==> src/rtl/flb_sdm_pkg.sv <==
// ============================================================================
// Module   : flb_sdm_pkg
// Brief    : Shared types and constants for the FLB sigma-delta link.
// Revision : 1.0 - initial release
// ============================================================================
`default_nettype none

package flb_sdm_pkg;

    typedef logic [1:0] sdm_sym_t;

    localparam logic [2:0] THRM_0 = 3'b000;
    localparam logic [2:0] THRM_1 = 3'b001;
    localparam logic [2:0] THRM_2 = 3'b011;
    localparam logic [2:0] THRM_3 = 3'b111;

    localparam int OS_OFFSET = 256;

    typedef enum logic [1:0] {
        IDLE = 2'd0,
        WARM = 2'd1,
        RUN  = 2'd2
    } demod_state_t;

    function automatic logic [7:0] clamp_u8(input logic signed [10:0] v);
        if (v < 0)
            return 8'h00;
        else if (v > 11'sd255)
            return 8'hFF;
        else
            return v[7:0];
    endfunction

endpackage

`default_nettype wire

==> src/rtl/flb_sdm_sym_dec.sv <==
// ============================================================================
// Module   : flb_sdm_sym_dec
// Brief    : Binary / thermometer symbol decode with illegal-code indication.
// Revision : 1.0 - initial release
// ============================================================================
`default_nettype none

module flb_sdm_sym_dec
    import flb_sdm_pkg::*;
(
    input  logic       i_thrm_en,
    input  logic [1:0] i_os_bin,
    input  logic [2:0] i_os_thrm,
    output logic [1:0] o_sym,
    output logic       o_thrm_ill
);

    logic [1:0] w_pop;
    logic       w_legal;

    // Legal codes map to their popcount, so illegal codes fall back to it too.
    assign w_pop = {1'b0, i_os_thrm[0]} + {1'b0, i_os_thrm[1]} + {1'b0, i_os_thrm[2]};

    always_comb begin
        w_legal = 1'b0;
        case (i_os_thrm)
            THRM_0, THRM_1, THRM_2, THRM_3: w_legal = 1'b1;
            default:                        w_legal = 1'b0;
        endcase
    end

    assign o_sym      = i_thrm_en ? w_pop : i_os_bin;
    assign o_thrm_ill = i_thrm_en && !w_legal;

endmodule

`default_nettype wire

==> src/rtl/flb_sdm_demod.sv <==
// ============================================================================
// Module   : flb_sdm_demod
// Brief    : Decimating sinc1/sinc2 demodulator for the FLB SDM offset stream.
//            Sinc2 path built only when FLB_SDM_DEMOD_SINC2_EN is defined.
// Revision : 1.0 - initial release
// ============================================================================
`default_nettype none

module flb_sdm_demod
    import flb_sdm_pkg::*;
#(
    parameter int DECIM_LOG2 = 8
) (
    input  logic       nsh_clk,
    input  logic       nsh_rst_n,
    input  logic       csr_flb_sdm_en,
    input  logic       csr_flb_sdm_order,
    input  logic       csr_flb_sdm_thrm_en,
    input  logic [1:0] os_bin,
    input  logic [2:0] os_thrm,
    output logic [7:0] s_os_est,
    output logic       s_os_vld,
    output logic       thrm_err
);

    localparam int c_D   = DECIM_LOG2;
    localparam int c_AW1 = c_D + 2;
    localparam int c_SH1 = c_D - 8;
    localparam logic [c_D-1:0] c_CNT_LAST = '1;

    demod_state_t          r_state, w_state_nxt;
    logic                  r_thrm_q;
    logic [c_D-1:0]        r_cnt;
    logic [c_AW1-1:0]      r_acc1, w_s1;
    logic [9:0]            w_q1;
    logic signed [10:0]    w_e1;
    logic [7:0]            r_est_pend, w_est;
    logic                  r_pend;
    logic [1:0]            w_sym;
    logic                  w_ill, w_sinc2, w_mode_chg, w_sample, w_win_end, w_dump;

    flb_sdm_sym_dec u_sym_dec (
        .i_thrm_en  (csr_flb_sdm_thrm_en),
        .i_os_bin   (os_bin),
        .i_os_thrm  (os_thrm),
        .o_sym      (w_sym),
        .o_thrm_ill (w_ill)
    );

`ifdef FLB_SDM_DEMOD_SINC2_EN
    localparam int c_AW2 = 2 * c_D + 2;
    localparam int c_SH2 = 2 * c_D - 8;

    logic                  r_order_q;
    logic [c_AW2-1:0]      r_i1, r_i2, r_z1, r_z2;
    logic [c_AW2-1:0]      w_i1_nxt, w_i2_nxt, w_c1, w_c2;
    logic [9:0]            w_q2;
    logic signed [10:0]    w_e2;

    assign w_sinc2    = csr_flb_sdm_order;
    assign w_mode_chg = (csr_flb_sdm_thrm_en != r_thrm_q) || (csr_flb_sdm_order != r_order_q);

    // Integrators run every sample; modular wrap cancels in the comb differences.
    assign w_i1_nxt = r_i1 + {{(c_AW2-2){1'b0}}, w_sym};
    assign w_i2_nxt = r_i2 + w_i1_nxt;
    assign w_c1     = w_i2_nxt - r_z1;
    assign w_c2     = w_c1 - r_z2;
    assign w_q2     = 10'(w_c2 >> c_SH2);
    assign w_e2     = $signed({1'b0, w_q2}) - $signed(11'(OS_OFFSET));
    assign w_est    = w_sinc2 ? clamp_u8(w_e2) : clamp_u8(w_e1);

    always_ff @(posedge nsh_clk) begin
        if (!nsh_rst_n) begin
            r_order_q <= 1'b0;
            r_i1      <= '0;
            r_i2      <= '0;
            r_z1      <= '0;
            r_z2      <= '0;
        end else begin
            r_order_q <= csr_flb_sdm_order;
            if (!csr_flb_sdm_en || w_mode_chg) begin
                r_i1 <= '0;
                r_i2 <= '0;
                r_z1 <= '0;
                r_z2 <= '0;
            end else begin
                r_i1 <= w_i1_nxt;
                r_i2 <= w_i2_nxt;
                if (w_win_end) begin
                    r_z1 <= w_i2_nxt;
                    r_z2 <= w_c1;
                end
            end
        end
    end
`else
    logic w_unused_order;

    assign w_unused_order = csr_flb_sdm_order;
    assign w_sinc2        = 1'b0;
    assign w_mode_chg     = (csr_flb_sdm_thrm_en != r_thrm_q);
    assign w_est          = clamp_u8(w_e1);
`endif

    assign w_sample  = csr_flb_sdm_en && !w_mode_chg;
    assign w_win_end = w_sample && (r_cnt == c_CNT_LAST);
    assign w_dump    = w_win_end && (r_state == RUN);
    assign w_s1      = r_acc1 + {{(c_AW1-2){1'b0}}, w_sym};
    assign w_q1      = 10'(w_s1 >> c_SH1);
    assign w_e1      = $signed({1'b0, w_q1}) - $signed(11'(OS_OFFSET));

    always_ff @(posedge nsh_clk) begin
        if (!nsh_rst_n)
            r_state <= IDLE;
        else
            r_state <= w_state_nxt;
    end

    // A restart lands in WARM for sinc2 so the first comb output is dropped.
    always_comb begin
        w_state_nxt = r_state;
        if (!csr_flb_sdm_en)
            w_state_nxt = IDLE;
        else if ((r_state == IDLE) || w_mode_chg)
            w_state_nxt = w_sinc2 ? WARM : RUN;
        else if ((r_state == WARM) && w_win_end)
            w_state_nxt = RUN;
    end

    always_ff @(posedge nsh_clk) begin
        if (!nsh_rst_n) begin
            r_thrm_q   <= 1'b0;
            r_cnt      <= '0;
            r_acc1     <= '0;
            r_pend     <= 1'b0;
            r_est_pend <= 8'h00;
            s_os_est   <= 8'h00;
            s_os_vld   <= 1'b0;
            thrm_err   <= 1'b0;
        end else begin
            r_thrm_q <= csr_flb_sdm_thrm_en;
            if (!csr_flb_sdm_en || w_mode_chg) begin
                r_cnt  <= '0;
                r_acc1 <= '0;
                r_pend <= 1'b0;
            end else begin
                r_cnt  <= r_cnt + 1'b1;
                r_acc1 <= w_win_end ? '0 : w_s1;
                r_pend <= w_dump;
                if (w_dump)
                    r_est_pend <= w_est;
            end

            if (!csr_flb_sdm_en) begin
                s_os_est <= 8'h00;
                s_os_vld <= 1'b0;
                thrm_err <= 1'b0;
            end else begin
                s_os_vld <= r_pend && !w_mode_chg;
                if (r_pend && !w_mode_chg)
                    s_os_est <= r_est_pend;
                if (w_sample && w_ill)
                    thrm_err <= 1'b1;
            end
        end
    end

endmodule

`default_nettype wire

==> config.mk <==
export PLATFORM = sky130hd
export DESIGN_NAME = flb_sdm_demod
export DESIGN_NICKNAME = d
export VERILOG_FILES = /design/src/rtl/flb_sdm_pkg.sv /design/src/rtl/flb_sdm_sym_dec.sv /design/src/rtl/flb_sdm_demod.sv
export SDC_FILE = /design/constraint.sdc
export NUM_CORES = 1
export LEC_CHECK = 0
export ABC_AREA = 1
export CAP_MARGIN = 30
export CELL_PAD_IN_SITES_DETAIL_PLACEMENT = 0
export CELL_PAD_IN_SITES_GLOBAL_PLACEMENT = 2
export CORE_UTILIZATION = 34
export DETAILED_ROUTE_END_ITERATION = 12
export PLACE_DENSITY = 0.88
export SKIP_LAST_GASP = 1
export SLEW_MARGIN = 20
export SYNTH_ARGS = -nofsm -noshare
export SYNTH_HDL_FRONTEND = slang
export SYNTH_SLANG_ARGS = --single-unit
==> constraint.sdc <==
create_clock -name nsh_clk -period 8.7 [get_ports nsh_clk]
set_input_delay 1.305 -clock nsh_clk [delete_from_list [all_inputs] [get_ports nsh_clk]]
set_output_delay 1.305 -clock nsh_clk [all_outputs]
set_load 0.02 [all_outputs]
==> results.md, run 1 <==
* **Top cell by count, worst path** sky130_fd_sc_hd__nand2_1
* **vias in the first global route** 1,354
* **number of placed instances, taps included** 329
* **Worst Hold Endpoint** r_cnt[0]
* **Worst-path clk slew** 0.08 ns
* **number of clock sinks seen by CTS** 39
* **power density cells** 162.7 mW/mm²
* **Routed WL** 3415 µm
* **design internal power** 0.2729 mW
* **CTS tree** done
* **width of the die** 74.65 µm
* **summed negative setup slack over all endpoints** 0 ns
* **wire per inst** 10.13 µm
* **antenna fix cells** 0
* **total congestion overflow after global routing** 0
* **number of warning messages in the yosys log** 0
* **start-to-end type of the worst setup path** input port to register
* **stage delay of the slowest cell on the critical path** 0.55 ns
* **arrival time reported for the critical path endpoint** 4.55 ns
* **minimum setup slack among reg-to-reg paths** 6.14 ns
* **cell taking the most area after synthesis** sky130_fd_sc_hd__dfxtp_1
* **critical path startpoint category** input port
* **worst reg2reg startpoint** r_acc1[1]
* **overall die height** 74.65 µm
* **cell at the root of the clock tree** sky130_fd_sc_hd__clkbuf_8
* **crit path max fanout** 4
* **Hold Path Depth** 1
* **Worst Min Path Start** r_cnt[0]
* **number of hold buffers added after cts** 0
* **hold slack** 0.4487 ns
* **Post-Synthesis Cell Area** 0.001794 mm²
* **pin count of the biggest net entering global routing** 14
* **standard-cell rows** 26
* **latest clock arrival within the worst-skew pair** 0.29 ns
* **number of distinct library cells after synthesis** 26
* **post-layout instance count excluding filler cells** 337
* **end of the worst register-to-register path** r_est_pend[1]
* **total routing resource utilization after global routing** 0.1373
* **net count of the mapped netlist** 262
* **via count** 1,495
* **run status** finished clean
* **number of buffers inserted during clock tree synthesis** 5
* **portion of total power attributed to the clock network** 0.431
* **Placeable Area** 0.005107 mm²
* **sequential share of power** 0.514
* **Setup-failing EPs final** 0
* **post-route total power** 0.3507 mW
* **H-Tree Depth** 2
* **critical path required time** 8.88 ns
* **net switching power** 0.07789 mW
* **average via count per standard cell** 4.436
* **fraction of final layout cells sized beyond drive strength 1** 0.07491
* **first-pass detailed-route iteration total** 4
* **clock period minus worst slack** 4.369 ns
* **cell leakage power** 0.8154 nW
* **number of instances resized during post-cts repair** 0
* **flip-flop and latch count after synthesis** 39
* **transition time at the pin with the least slew margin** 0.8606 ns
* **Worst Skew** 0.004855 ns
* **total of buffers placed on input and output ports** 18
* **Area Overhead vs Synth** 20.15%
* **worst-case headroom to the max-slew limit** 0.4224
* **Post-Syn Area per Cell** 7.353 µm²
* **critical path cell sequence** clkdlybuf4s50_1 -> fa_1 -> nand2_1 -> nand2_1 -> ha_1 -> inv_1 -> fa_1 -> nor2_4 -> nand2_1 -> nand2_1 -> nand2_2 -> ha_1 -> nand3_1 -> nor2_1 -> nand3_2 -> nand2_1 -> nand2_1 -> nand3_2 -> nand2_1 -> nand2_1 -> a21oi_1
* **depth of the most critical reg-to-reg path** 17
* **CTS Buffer Depth** 2
* **sequential share of the synthesized area** 0.4351
* **Initial Util** 0.3513
* **antenna violations before repair** 0
* **worst min-delay path class** register to register
* **detailed placer's ending HPWL** 2644 µm
* **cell with the largest stage delay on the worst path** sky130_fd_sc_hd__fa_1
* **IO Pins** 20
* **Util after Layout** 0.4221
* **max-capacitance violation count** 0
* **drt first-iter violations** 85
* **number of endpoints with negative hold slack in the final report** 0
* **Routed Antenna Nets** 0
* **setup repair after global routing missed its margin** false
* **VDD IR max** 0.07115 mV
* **nature of the critical path endpoint** register
* **final net count** 284
* **count of unresolved DRC violations after routing** 0
* **max-slew violations** 0
* **buffers inserted during post-CTS setup optimization** 0
* **global-route wire length before repair** 5789 µm
* **number of fill cells** 566
* **global placer's final weighted congestion** 0.7609
* **ratio of final minimum period to clock period** 0.5022
* **synthesized netlist cell count** 244
* **area enclosed by the die boundary** 0.005572 mm²
* **net switching share of the total power** 0.2221
* **combinational cell fraction of total power** 0.055
* **Achievable Freq** 228.9 MHz
* **Area contributors post-synth** sky130_fd_sc_hd__dfxtp_1, sky130_fd_sc_hd__nand2_1, sky130_fd_sc_hd__inv_1
* **post-synth top area share** 0.4351
## state kept, by name, indices dropped and copies added, names as in the netlist
signal,count
s_os_est,8
r_thrm_q,1
s_os_vld,1
r_cnt,8
r_est_pend,8
r_pend,1
thrm_err,1
r_acc1,10
r_state,1
## layout make-up
type	instances	area, µm²	share of cell area
clock inverter	3	43.79	0.02031
clock buffer	5	68.82	0.03192
timing repair buffer	18	180.2	0.08358
tap	70	87.58	0.04063
sequential	39	780.7	0.3622
inverter	30	112.6	0.05223
multi-input combinational	172	882.1	0.4092
## critical path: cells and delay by family
kind,cells,cell delay (ns)
adders and majority gates,4,1.46
AOI/OAI and AO/OA,1,0.05
buffers and inverters,2,0.51
and+or+nand+nor,14,1.22
## cells in the final DEF (no fill, tap or decap)
master and count:
sky130_fd_sc_hd__nand2_2 3, sky130_fd_sc_hd__nand3_1 20, sky130_fd_sc_hd__o21ai_0 5, sky130_fd_sc_hd__clkinv_4 1
sky130_fd_sc_hd__dfxtp_1 39, sky130_fd_sc_hd__nor2_1 28, sky130_fd_sc_hd__nor3b_1 1, sky130_fd_sc_hd__ha_1 6
sky130_fd_sc_hd__inv_1 30, sky130_fd_sc_hd__or2_2 1, sky130_fd_sc_hd__nand3_2 3, sky130_fd_sc_hd__xor2_2 1
sky130_fd_sc_hd__nand2_1 67, sky130_fd_sc_hd__nand4_1 3, sky130_fd_sc_hd__nor2_2 2, sky130_fd_sc_hd__clkdlybuf4s50_1 18
sky130_fd_sc_hd__o2111ai_1 1, sky130_fd_sc_hd__o21ai_1 1, sky130_fd_sc_hd__clkinv_2 1, sky130_fd_sc_hd__nand3b_1 1
sky130_fd_sc_hd__fa_1 2, sky130_fd_sc_hd__o21bai_1 1, sky130_fd_sc_hd__a21oi_1 20, sky130_fd_sc_hd__nor3_1 3
sky130_fd_sc_hd__nor2_4 2, sky130_fd_sc_hd__bufinv_16 1, sky130_fd_sc_hd__clkbuf_8 5, sky130_fd_sc_hd__xor2_1 1
## cells in the mapped netlist
cell type and count:
sky130_fd_sc_hd__nand2_1 67, sky130_fd_sc_hd__dfxtp_1 39, sky130_fd_sc_hd__inv_1 30, sky130_fd_sc_hd__nor2_1 28
sky130_fd_sc_hd__a21oi_1 20, sky130_fd_sc_hd__nand3_1 20, sky130_fd_sc_hd__ha_1 6, sky130_fd_sc_hd__o21ai_0 5
sky130_fd_sc_hd__nand2_2 3, sky130_fd_sc_hd__nand3_2 3, sky130_fd_sc_hd__nand4_1 3, sky130_fd_sc_hd__nor3_1 3
sky130_fd_sc_hd__fa_1 2, sky130_fd_sc_hd__nor2_2 2, sky130_fd_sc_hd__nor2_4 2, sky130_fd_sc_hd__buf_1 1
sky130_fd_sc_hd__buf_6 1, sky130_fd_sc_hd__clkbuf_1 1, sky130_fd_sc_hd__nand3b_1 1, sky130_fd_sc_hd__nor3b_1 1
sky130_fd_sc_hd__o2111ai_1 1, sky130_fd_sc_hd__o21ai_1 1, sky130_fd_sc_hd__o21bai_1 1, sky130_fd_sc_hd__or2_2 1
sky130_fd_sc_hd__xor2_1 1, sky130_fd_sc_hd__xor2_2 1
## logic make-up (layout without fill, tap and decap cells)
family | after synthesis | after routing | synth area share
xor gates and xnor gates | 2 | 2 | 0.01395
AOI/OAI and AO/OA | 28 | 28 | 0.08159
DFF | 39 | 39 | 0.4351
and+or+nand+nor | 134 | 134 | 0.3319
adders and majority gates | 8 | 8 | 0.06416
buffers and inverters | 33 | 56 | 0.07322
## through the flow
step / worst slack [ns] / area (µm²)
detailed placement: 4.017 / 2043
floorplan: 4.767 / 1794
finish: 4.331 / 2156
global placement: 4.021 / 2043
global route: 3.962 / 2156
CTS: 4.325 / 2156
## worst max-delay path by stage
stage,from,end,cells after the start
6_report,os_thrm[0],r_est_pend[1],21
5_1_grt,os_thrm[0],r_est_pend[1],21
4_1_cts,os_thrm[0],r_est_pend[1],21
3_5_place_dp,os_thrm[0],r_est_pend[6],21
3_3_place_gp,os_thrm[0],r_est_pend[1],21
2_1_floorplan,os_thrm[0],r_est_pend[0],20
## layer usage
layer | part of all wire | track usage | up-vias
met4 | 0.016 | 0.05031 | 0
met1 | 0.53 | 0.1754 | 655
met5 | 0 | 0 | -
met3 | 0.038 | 0.04284 | 5
li1 | - | - | 814
met2 | 0.41 | 0.2182 | 21
## power by group through the flow
stage | registers, mW | clock network [mW] | logic [mW]
floorplan | 0.185 | 0 | 0.0120
global placement | 0.185 | 0 | 0.0194
detailed placement | 0.185 | 0 | 0.0193
CTS | 0.180 | 0.154 | 0.0194
global route | 0.181 | 0.163 | 0.0221
finish | 0.180 | 0.151 | 0.0192
Note: power is estimated with default switching activity, not from simulation.
==> run 2, diff against run 1 <==
--- a/config.mk
+++ b/config.mk
@@ -9,9 +9,9 @@
 export CAP_MARGIN = 30
 export CELL_PAD_IN_SITES_DETAIL_PLACEMENT = 0
 export CELL_PAD_IN_SITES_GLOBAL_PLACEMENT = 2
-export CORE_UTILIZATION = 34
+export CORE_UTILIZATION = 31
 export DETAILED_ROUTE_END_ITERATION = 12
-export PLACE_DENSITY = 0.88
+export PLACE_DENSITY = 0.82
 export SKIP_LAST_GASP = 1
 export SLEW_MARGIN = 20
 export SYNTH_ARGS = -nofsm -noshare
==> constraint.sdc (replaced) <==
create_clock -name nsh_clk -period 4.4 [get_ports nsh_clk]
set_input_delay 0.66 -clock nsh_clk [delete_from_list [all_inputs] [get_ports nsh_clk]]
set_output_delay 0.66 -clock nsh_clk [all_outputs]
set_load 0.02 [all_outputs]
==> run 2 against run 1 <==
Against the previous run:
- utilization shrank 3.7 points
- critical endpoint is now r_est_pend[2]
- worst hold slack gained 0.0018 ns
- flip-flop and latch count stayed put
- clock skew decreased by 0.0013 ns
- largest power group unchanged
- register-to-register slack worse by 4.3 ns
- die area rose by 9.4%
- routed wire length rose by 6.7%
- first-iteration DRC count down 14%
- global-route usage fell by 0.12 points
- via count rose by 0.67%
==> results.md, run 2 (synthesized netlist as in run 1, its figures left out) <==
* **run status** finished clean
* **Routed Antenna Nets** 0
* **post-route total power** 0.6359 mW
* **number of instances resized during post-cts repair** 0
* **clock period minus worst slack** 3.737 ns
* **instance area after placement** 0.002046 mm²
* **Achievable Freq** 267.6 MHz
* **fraction of final layout cells sized beyond drive strength 1** 0.07116
* **ratio of final minimum period to clock period** 0.8492
* **pin count of the biggest net entering global routing** 13
* **number of placed instances, taps included** 331
* **standard-cell rows** 27
* **first-pass detailed-route iteration total** 4
* **via count** 1,505
* **transition time at the pin with the least slew margin** 0.8360 ns
* **VDD IR max** 0.1156 mV
* **wire per inst** 10.75 µm
* **width of the die** 78.08 µm
* **cell leakage power** 0.7985 nW
* **max-slew violations** 0
* **H-Tree Depth** 2
* **count of unresolved DRC violations after routing** 0
* **power density cells** 298.4 mW/mm²
* **nature of the critical path endpoint** register
* **Initial Util** 0.3238
* **total congestion overflow after global routing** 0
* **setup repair after global routing missed its margin** false
* **commonest cells after routing, fill and taps aside** sky130_fd_sc_hd__nand2_1, sky130_fd_sc_hd__dfxtp_1, sky130_fd_sc_hd__inv_1, sky130_fd_sc_hd__nor2_1
* **area enclosed by the die boundary** 0.006096 mm²
* **critical path required time** 4.58 ns
* **average via count per standard cell** 4.440
* **drt first-iter violations** 73
* **number of flip-flops under the largest register name** 10
* **hold slack** 0.4505 ns
* **arrival time reported for the critical path endpoint** 3.92 ns
* **IO Pins** 20
* **number of buffers inserted during clock tree synthesis** 5
* **antenna fix cells** 0
* **global placer's final weighted congestion** 0.7259
* **critical path startpoint category** input port
* **worst-case headroom to the max-slew limit** 0.4390
* **vias in the first global route** 1,470
* **Routed WL** 3643 µm
* **register containing the most flip-flops in the final layout** r_acc1
* **total of buffers placed on input and output ports** 18
* **CTS Buffer Depth** 2
* **Setup-failing EPs final** 0
* **total routing resource utilization after global routing** 0.1360
* **final net count** 284
* **start-to-end type of the worst setup path** input port to register
* **number of clock sinks seen by CTS** 39
* **buffers inserted during post-CTS setup optimization** 0
* **number of hold buffers added after cts** 0
* **latest clock arrival within the worst-skew pair** 0.29 ns
* **post-route cell area** 0.002131 mm²
* **cell at the root of the clock tree** sky130_fd_sc_hd__clkbuf_8
* **crit path max fanout** 4
* **Placeable Area** 0.005540 mm²
* **detailed placer's ending HPWL** 2767 µm
* **Area Overhead vs Synth** 18.76%
* **global-route wire length before repair** 6472 µm
* **antenna violations before repair** 0
* **worst min-delay path class** register to register
* **overall die height** 78.08 µm
* **leading cell type in the layout, fill and taps excluded** sky130_fd_sc_hd__nand2_1
* **number of endpoints with negative hold slack in the final report** 0
* **Worst Skew** 0.003518 ns
* **summed negative setup slack over all endpoints** 0 ns
* **post-layout instance count excluding filler cells** 339
* **Worst-path clk slew** 0.08 ns
* **CTS tree** done
* **max-capacitance violation count** 0
run 2: final timing paths:
path                   start  depth (start not counted)  slack (ns)       endpoint
setup / recovery  os_thrm[0]                         21        0.66  r_est_pend[2]
hold / removal      thrm_err                          2        0.45       thrm_err
setup reg to reg   r_acc1[1]                         17        1.81  r_est_pend[2]
hold reg to reg     thrm_err                          2        0.45       thrm_err
run 2: metrics by stage:
stage / worst slack [ns] / utilization
2_1_floorplan: 1.112 / -
3_3_place_gp: 0.3442 / 0.3692
3_5_place_dp: 0.3421 / 0.3692
4_1_cts: 0.6541 / 0.3846
5_1_grt: 0.3417 / 0.3846
6_report: 0.6634 / 0.3846
run 2: layout make-up:
| cell class | instances | area, µm² |
|---|---|---|
| timing repair buffer | 18 | 180.2 |
| multi-input combinational | 172 | 882.1 |
| inverter | 30 | 112.6 |
| sequential | 39 | 780.7 |
| clock inverter | 2 | 12.51 |
| tap | 72 | 90.09 |
| fill | 600 | 3410 |
| clock buffer | 6 | 72.57 |
run 2: worst max-delay path: stages:
cell and delay, ns:
sky130_fd_sc_hd__clkdlybuf4s50_1 0.45, sky130_fd_sc_hd__fa_1 0.55, sky130_fd_sc_hd__nand2_1 0.06, sky130_fd_sc_hd__nand2_1 0.07
sky130_fd_sc_hd__ha_1 0.18, sky130_fd_sc_hd__inv_1 0.06, sky130_fd_sc_hd__fa_1 0.44, sky130_fd_sc_hd__nor2_4 0.19
sky130_fd_sc_hd__nand2_1 0.07, sky130_fd_sc_hd__nand2_1 0.07, sky130_fd_sc_hd__nand2_2 0.07, sky130_fd_sc_hd__ha_1 0.28
sky130_fd_sc_hd__nand3_1 0.07, sky130_fd_sc_hd__nor2_1 0.12, sky130_fd_sc_hd__nand3_2 0.13, sky130_fd_sc_hd__nand2_1 0.10
sky130_fd_sc_hd__nand2_1 0.06, sky130_fd_sc_hd__nand3_2 0.09, sky130_fd_sc_hd__nand2_1 0.06, sky130_fd_sc_hd__nand2_1 0.06
sky130_fd_sc_hd__a21oi_1 0.06
run 2: report_power, final:
group          internal, mW  switching, mW  total, mW
logic                0.0153         0.0225     0.0378
registers             0.355        0.00153      0.357
clock network         0.111          0.130      0.241
total                 0.481          0.155      0.636
run 2: metal layers:
layer / GRT usage / wire [µm] / vias up
li1: - / - / 822
met1: 0.1720 / 1831 / 662
met2: 0.2158 / 1598 / 16
met3: 0.03721 / 141 / 5
met4: 0.06111 / 71 / 0
met5: 0 / 0 / -
